===== src/rtl/pipe_skid_stage.sv =====
`default_nettype none
// ============================================================================
// Module   : pipe_skid_stage
// Purpose  : Two-entry pipeline skid stage. The head payload sits in the main
//            register and a second payload can park in the skid register, so
//            in_ready comes from registered state only and never from
//            in_valid. An empty stage presents a NOP bubble on out_data. A
//            saturating counter records stalled cycles.
// Ports    : clk        - clock, all state on rising edge
//            rst        - asynchronous active-low reset
//            in_valid   - upstream payload valid
//            in_ready   - stage accepts a payload this cycle
//            in_data    - upstream payload
//            hold       - stall, freezes stage contents
//            flush      - discard all held payloads
//            out_valid  - downstream payload valid
//            out_ready  - downstream accepts payload
//            out_data   - head payload, or NOP_VAL when empty
//            occupancy  - entries held (0..2)
//            stall_cnt  - saturating count of stalled cycles
// Revision : 1.0 - initial release
// ============================================================================
module pipe_skid_stage #(
    parameter int          DATA_W  = 32,
    parameter logic [31:0] NOP_VAL = 32'h00000013,
    parameter int          CNT_W   = 16
) (
    input  logic              clk,
    input  logic              rst,
    input  logic              in_valid,
    output logic              in_ready,
    input  logic [DATA_W-1:0] in_data,
    input  logic              hold,
    input  logic              flush,
    output logic              out_valid,
    input  logic              out_ready,
    output logic [DATA_W-1:0] out_data,
    output logic [1:0]        occupancy,
    output logic [CNT_W-1:0]  stall_cnt
);

    // Bubble value, truncated or zero-extended to the payload width.
    localparam logic [DATA_W-1:0] c_nop     = DATA_W'(NOP_VAL);
    localparam logic [CNT_W-1:0]  c_cnt_max = {CNT_W{1'b1}};

    // Encoding equals the number of entries held, so occupancy is the state.
    typedef enum logic [1:0] {
        ST_EMPTY = 2'd0,
        ST_ONE   = 2'd1,
        ST_FULL  = 2'd2
    } state_t;

    state_t             r_state;
    logic [DATA_W-1:0]  r_main;
    logic [DATA_W-1:0]  r_skid;
    logic [CNT_W-1:0]   r_stall_cnt;

    logic               w_accept;
    logic               w_emit;
    logic               w_stalled;

    // rst gates in_ready so nothing is offered as accepted while the stage
    // is being held in reset.
    assign in_ready  = rst && (r_state != ST_FULL) && !hold && !flush;
    assign out_valid = (r_state != ST_EMPTY) && !hold && !flush;
    assign out_data  = (r_state != ST_EMPTY) ? r_main : c_nop;
    assign occupancy = 2'(r_state);
    assign stall_cnt = r_stall_cnt;

    assign w_accept  = in_valid && in_ready;
    assign w_emit    = out_valid && out_ready;
    assign w_stalled = (hold && (r_state != ST_EMPTY)) || (out_valid && !out_ready);

    // Hold needs no explicit branch: it forces accept and emit low, so the
    // handshake-driven transitions below all fall through to "stay".
    always_ff @(posedge clk or negedge rst) begin
        if (!rst) begin
            r_state <= ST_EMPTY;
            r_main  <= c_nop;
            r_skid  <= c_nop;
        end else if (flush) begin
            r_state <= ST_EMPTY;
            r_main  <= c_nop;
            r_skid  <= c_nop;
        end else begin
            case (r_state)
                ST_EMPTY: begin
                    if (w_accept) begin
                        r_main  <= in_data;
                        r_state <= ST_ONE;
                    end
                end
                ST_ONE: begin
                    if (w_accept && w_emit) begin
                        r_main <= in_data;
                    end else if (w_accept) begin
                        r_skid  <= in_data;
                        r_state <= ST_FULL;
                    end else if (w_emit) begin
                        r_main  <= c_nop;
                        r_state <= ST_EMPTY;
                    end
                end
                ST_FULL: begin
                    if (w_emit) begin
                        r_main  <= r_skid;
                        r_skid  <= c_nop;
                        r_state <= ST_ONE;
                    end
                end
                default: begin
                    r_state <= ST_EMPTY;
                    r_main  <= c_nop;
                    r_skid  <= c_nop;
                end
            endcase
        end
    end

    // Stall counter survives flush; only reset clears it.
    always_ff @(posedge clk or negedge rst) begin
        if (!rst) begin
            r_stall_cnt <= '0;
        end else if (w_stalled && (r_stall_cnt != c_cnt_max)) begin
            r_stall_cnt <= r_stall_cnt + 1'b1;
        end
    end

endmodule
`default_nettype wire


===== config.mk =====
export PLATFORM = sky130hd
export DESIGN_NAME = pipe_skid_stage
export DESIGN_NICKNAME = d
export VERILOG_FILES = /design/src/rtl/pipe_skid_stage.sv
export SDC_FILE = /design/constraint.sdc
export NUM_CORES = 1
export LEC_CHECK = 0
export CELL_PAD_IN_SITES_DETAIL_PLACEMENT = 1
export CELL_PAD_IN_SITES_GLOBAL_PLACEMENT = 2
export CORE_MARGIN = 1
export CORE_UTILIZATION = 37
export CTS_BUF_LIST = sky130_fd_sc_hd__clkbuf_2
export CTS_CLUSTER_DIAMETER = 150
export DETAILED_ROUTE_END_ITERATION = 10
export GPL_TIMING_DRIVEN = 0
export HOLD_SLACK_MARGIN = 0.05
export PLACE_DENSITY_LB_ADDON = 0.1
export SYNTH_ARGS = -nofsm -noshare
export SYNTH_HDL_FRONTEND = slang
export SYNTH_SLANG_ARGS = --single-unit

===== constraint.sdc =====
create_clock -name clk -period 3.3 [get_ports clk]
set_input_delay 0.33 -clock clk [delete_from_list [all_inputs] [get_ports clk]]
set_output_delay 0.33 -clock clk [all_outputs]
set_load 0.01 [all_outputs]

==> results.md <==
- # clock sinks: around 80
- Startpoint types: register
- Worst-Margin Slew: 0.610 ns
- Class of the worst hold path: in2async
- VDD IR max: approximately 0.00026 V
- Clk_skew: approximately 0.021 ns
- Final Critical Period: between 3 and 4 ns
- Placer Congestion: 0.776
- Area grow syn2layout: 26.2%
- Critical path class: reg2out
- Worst Path Arrival: 2.69 ns
- Largest net degree at the start of global routing: 55
- Crit-path slowest cell: clkdlybuf4s50_1
- I/O Buffers: between 80 and 90
- Adder-Cell Fraction of Synth Area: 0.00271
- Synth area leader: dfrtp_1
- Avg Cell Area, Syn: around 11 µm²
- Io pins: 90
- Row count: 40
- Synth Area in Simple Gates: 0.188
- Starting Density: 0.383
- DP Area: ~5700 µm²
- CP required: 2.97 ns
- Post-route ant nets: 0
- Cts bufs inserted: 9
- Tcrit/Tclk final: 0.915
- Main area contributors after synthesis: dfrtp_1 41%, mux2i_1 14%, a22o_1 5.5%
- Core Region: around 12,000 µm²
- Post-Syn Instances: 433
- Outcome: completed
- Dpl ws: approximately 0.57 ns
- TritonRoute pass-1 iters: 4
- Synth Area in XOR/XNOR: 0.00759
- DRC viols: 0
- CP top delay family: buffers and inverters
- PwrDens: between 300 and 400 nW/µm²
- DIE HEIGHT: approximately 110 µm
- Share of cells above drive strength 1: 0.107
- Final Cell Area: 5830 µm²
- CP max stage delay: around 0.53 ns
- Syn nets: around 470
- Die Area: 12,900 µm²
- CTS tree: done
- Initial antenna violation count: 0
- Routed len/inst: ~17 µm
- Global Route Usage Sum: 0.208
- Routed WL: roughly 12 mm
- RSZ-0062 raised after global routing: no
- Crit end category: output pin
- PostCTS Resize Cnt: 0
- Crit path buf inv count: 4
- Count of different cell masters after synthesis: 53
- Post-synth EDFFs: 0
- Global-route wire length before repair: between 20 and 25 mm
- Grt total ovfl: 0
- Fill cells: around 1,400
- Die W: roughly 110 µm
- N_diodes: 0
- Seq/Total Area, Yosys: 0.446
- Root Driver: clkbuf_2
- Max cap viols: 0
- Max-slew violations: 0
- Post-DP HPWL: about 8.6 mm
- Count of nets after finishing: ~570
- H-tree depth: 3
- Post-synthesis async set-or-reset flop share: 1.00
- Worst skew pair latency: 0.57 ns
- CTS Buffer Depth: 2
- Synth Area in Compound Gates: 0.158
- DRT iter0 DRCs: roughly 160
- Synth Warn #: 0
- CP Max Fanout: 10
- Vias in the first global route: slightly below 4,000
- Yosys reg bits: between 80 and 90
- Post-Synthesis Cell Area: about 4600 µm²
- Leak: roughly 0.0023 µW
- Vias per cell: between 5 and 6
- Most common cell in the netlist: dfrtp_1
- Fmax: about 330 MHz
- Slew Limit Headroom: 0.593
- Worst-path clk slew: roughly 0.22 ns
- Setup Viol. Count Final: 0
- Multi-input gate area: approximately 2300 µm²
- Main combinational cell family by area after synthesis: simple AND/OR/NAND/NOR gates
- Synth top area share: 0.412
- Total vias in the final route: about 3,700
- Final Hold Viols: 0
- PnR worst setup slack: around 0.28 ns
- Ys flop type: dfrtp_1
- Critical-path cell list: buf_2 > or2_2 > clkbuf_2 > clkbuf_1 > and2_1 > clkdlybuf4s50_1
- Register area: between 2000 and 2500 µm²
- Ranking of synthesized cells by instance count: 76 x dfrtp_1, 63 x mux2i_1, 40 x nand2_1, 38 x nand2b_1, 31 x and2_1
- Mux contribution to synthesized area: 0.149
[logic make-up (layout without fill, tap and decap cells)]
group	after synthesis	count (layout)
compound gates	89	89
xor+xnor	4	4
fa+ha+maj	1	1
buf+inv	36	143
flops	82	82
mux	68	68
simple gates	153	153
[cell usage in the layout, fill, tap and decap left out, types with 6 or more instances in the layout]
cell type,n
mux2i_1,63
and2_1,31
buf_2,7
buf_6,8
clkdlybuf4s50_1,88
clkbuf_2,11
nor2_1,12
a21oi_1,10
nand2b_1,38
dfstp_2,6
nand2_1,40
clkbuf_1,9
a22o_1,29
dfrtp_1,76
o2bb2ai_1,29
[stage by stage]
step	setup TNS [ns]	hold slack, ns	power, µW	util	std cells
after floorplan	0	0.0344	1210	-	433
after global placement	-238.09	0.474	1370	0.474	690
after detailed placement	0	0.313	1380	0.476	691
after CTS	0	0.188	1840	0.483	708
after global routing	0	0.214	1910	0.483	708
final	0	0.226	1810	0.483	708
[power breakdown]
part	switching [µW]	total (µW)	leakage (µW)	internal, µW
Clock	355	444	0.0000533	89.1
Sequential	36.3	1080	0.00110	1040
Combinational	142	290	0.00112	148
[state kept, by name, summed over array words and instances, names as in the netlist]
name       cells
r_main        32
r_skid        32
stall_cnt     16
occupancy      2
[timing repair]
action,in CTS,in global routing
hold buffers,1,0
hold endpoints to repair,31,0
setup buffers,0,0
[area by class of cell]
type,count,area share
timing repair buffer,91,0.159
inverter,4,0.00258
sequential,82,0.354
tap,168,0.0361
clock inverter,6,0.00408
buffer,32,0.0359
clock buffer,10,0.00859
multi-input combinational,315,0.400
[layer usage]
layer / track usage / part of all wire / vias up
met5: 0 / 0 / -
met4: 0.0763 / 0.014 / 0
met3: 0.0383 / 0.037 / 11
met2: 0.352 / 0.49 / 66
met1: 0.266 / 0.46 / 1858
li1: - / - / 1766
[path summary, 6_finish.rpt]
check	end	cells past startpoint	from	slack, ns
setup / recovery	out_data[31]	6	occupancy[1]	0.28
min in group clk	r_skid[15]	3	in_data[15]	0.34
hold reg to reg	r_main[2]	1	r_main[2]	0.52
hold / removal	r_main[18]	2	rst	0.23
setup reg to reg	r_main[9]	7	occupancy[0]	1.35
max in group asynchronous	r_main[4]	3	rst	2.39
Note: power is estimated with default switching activity, not from simulation.
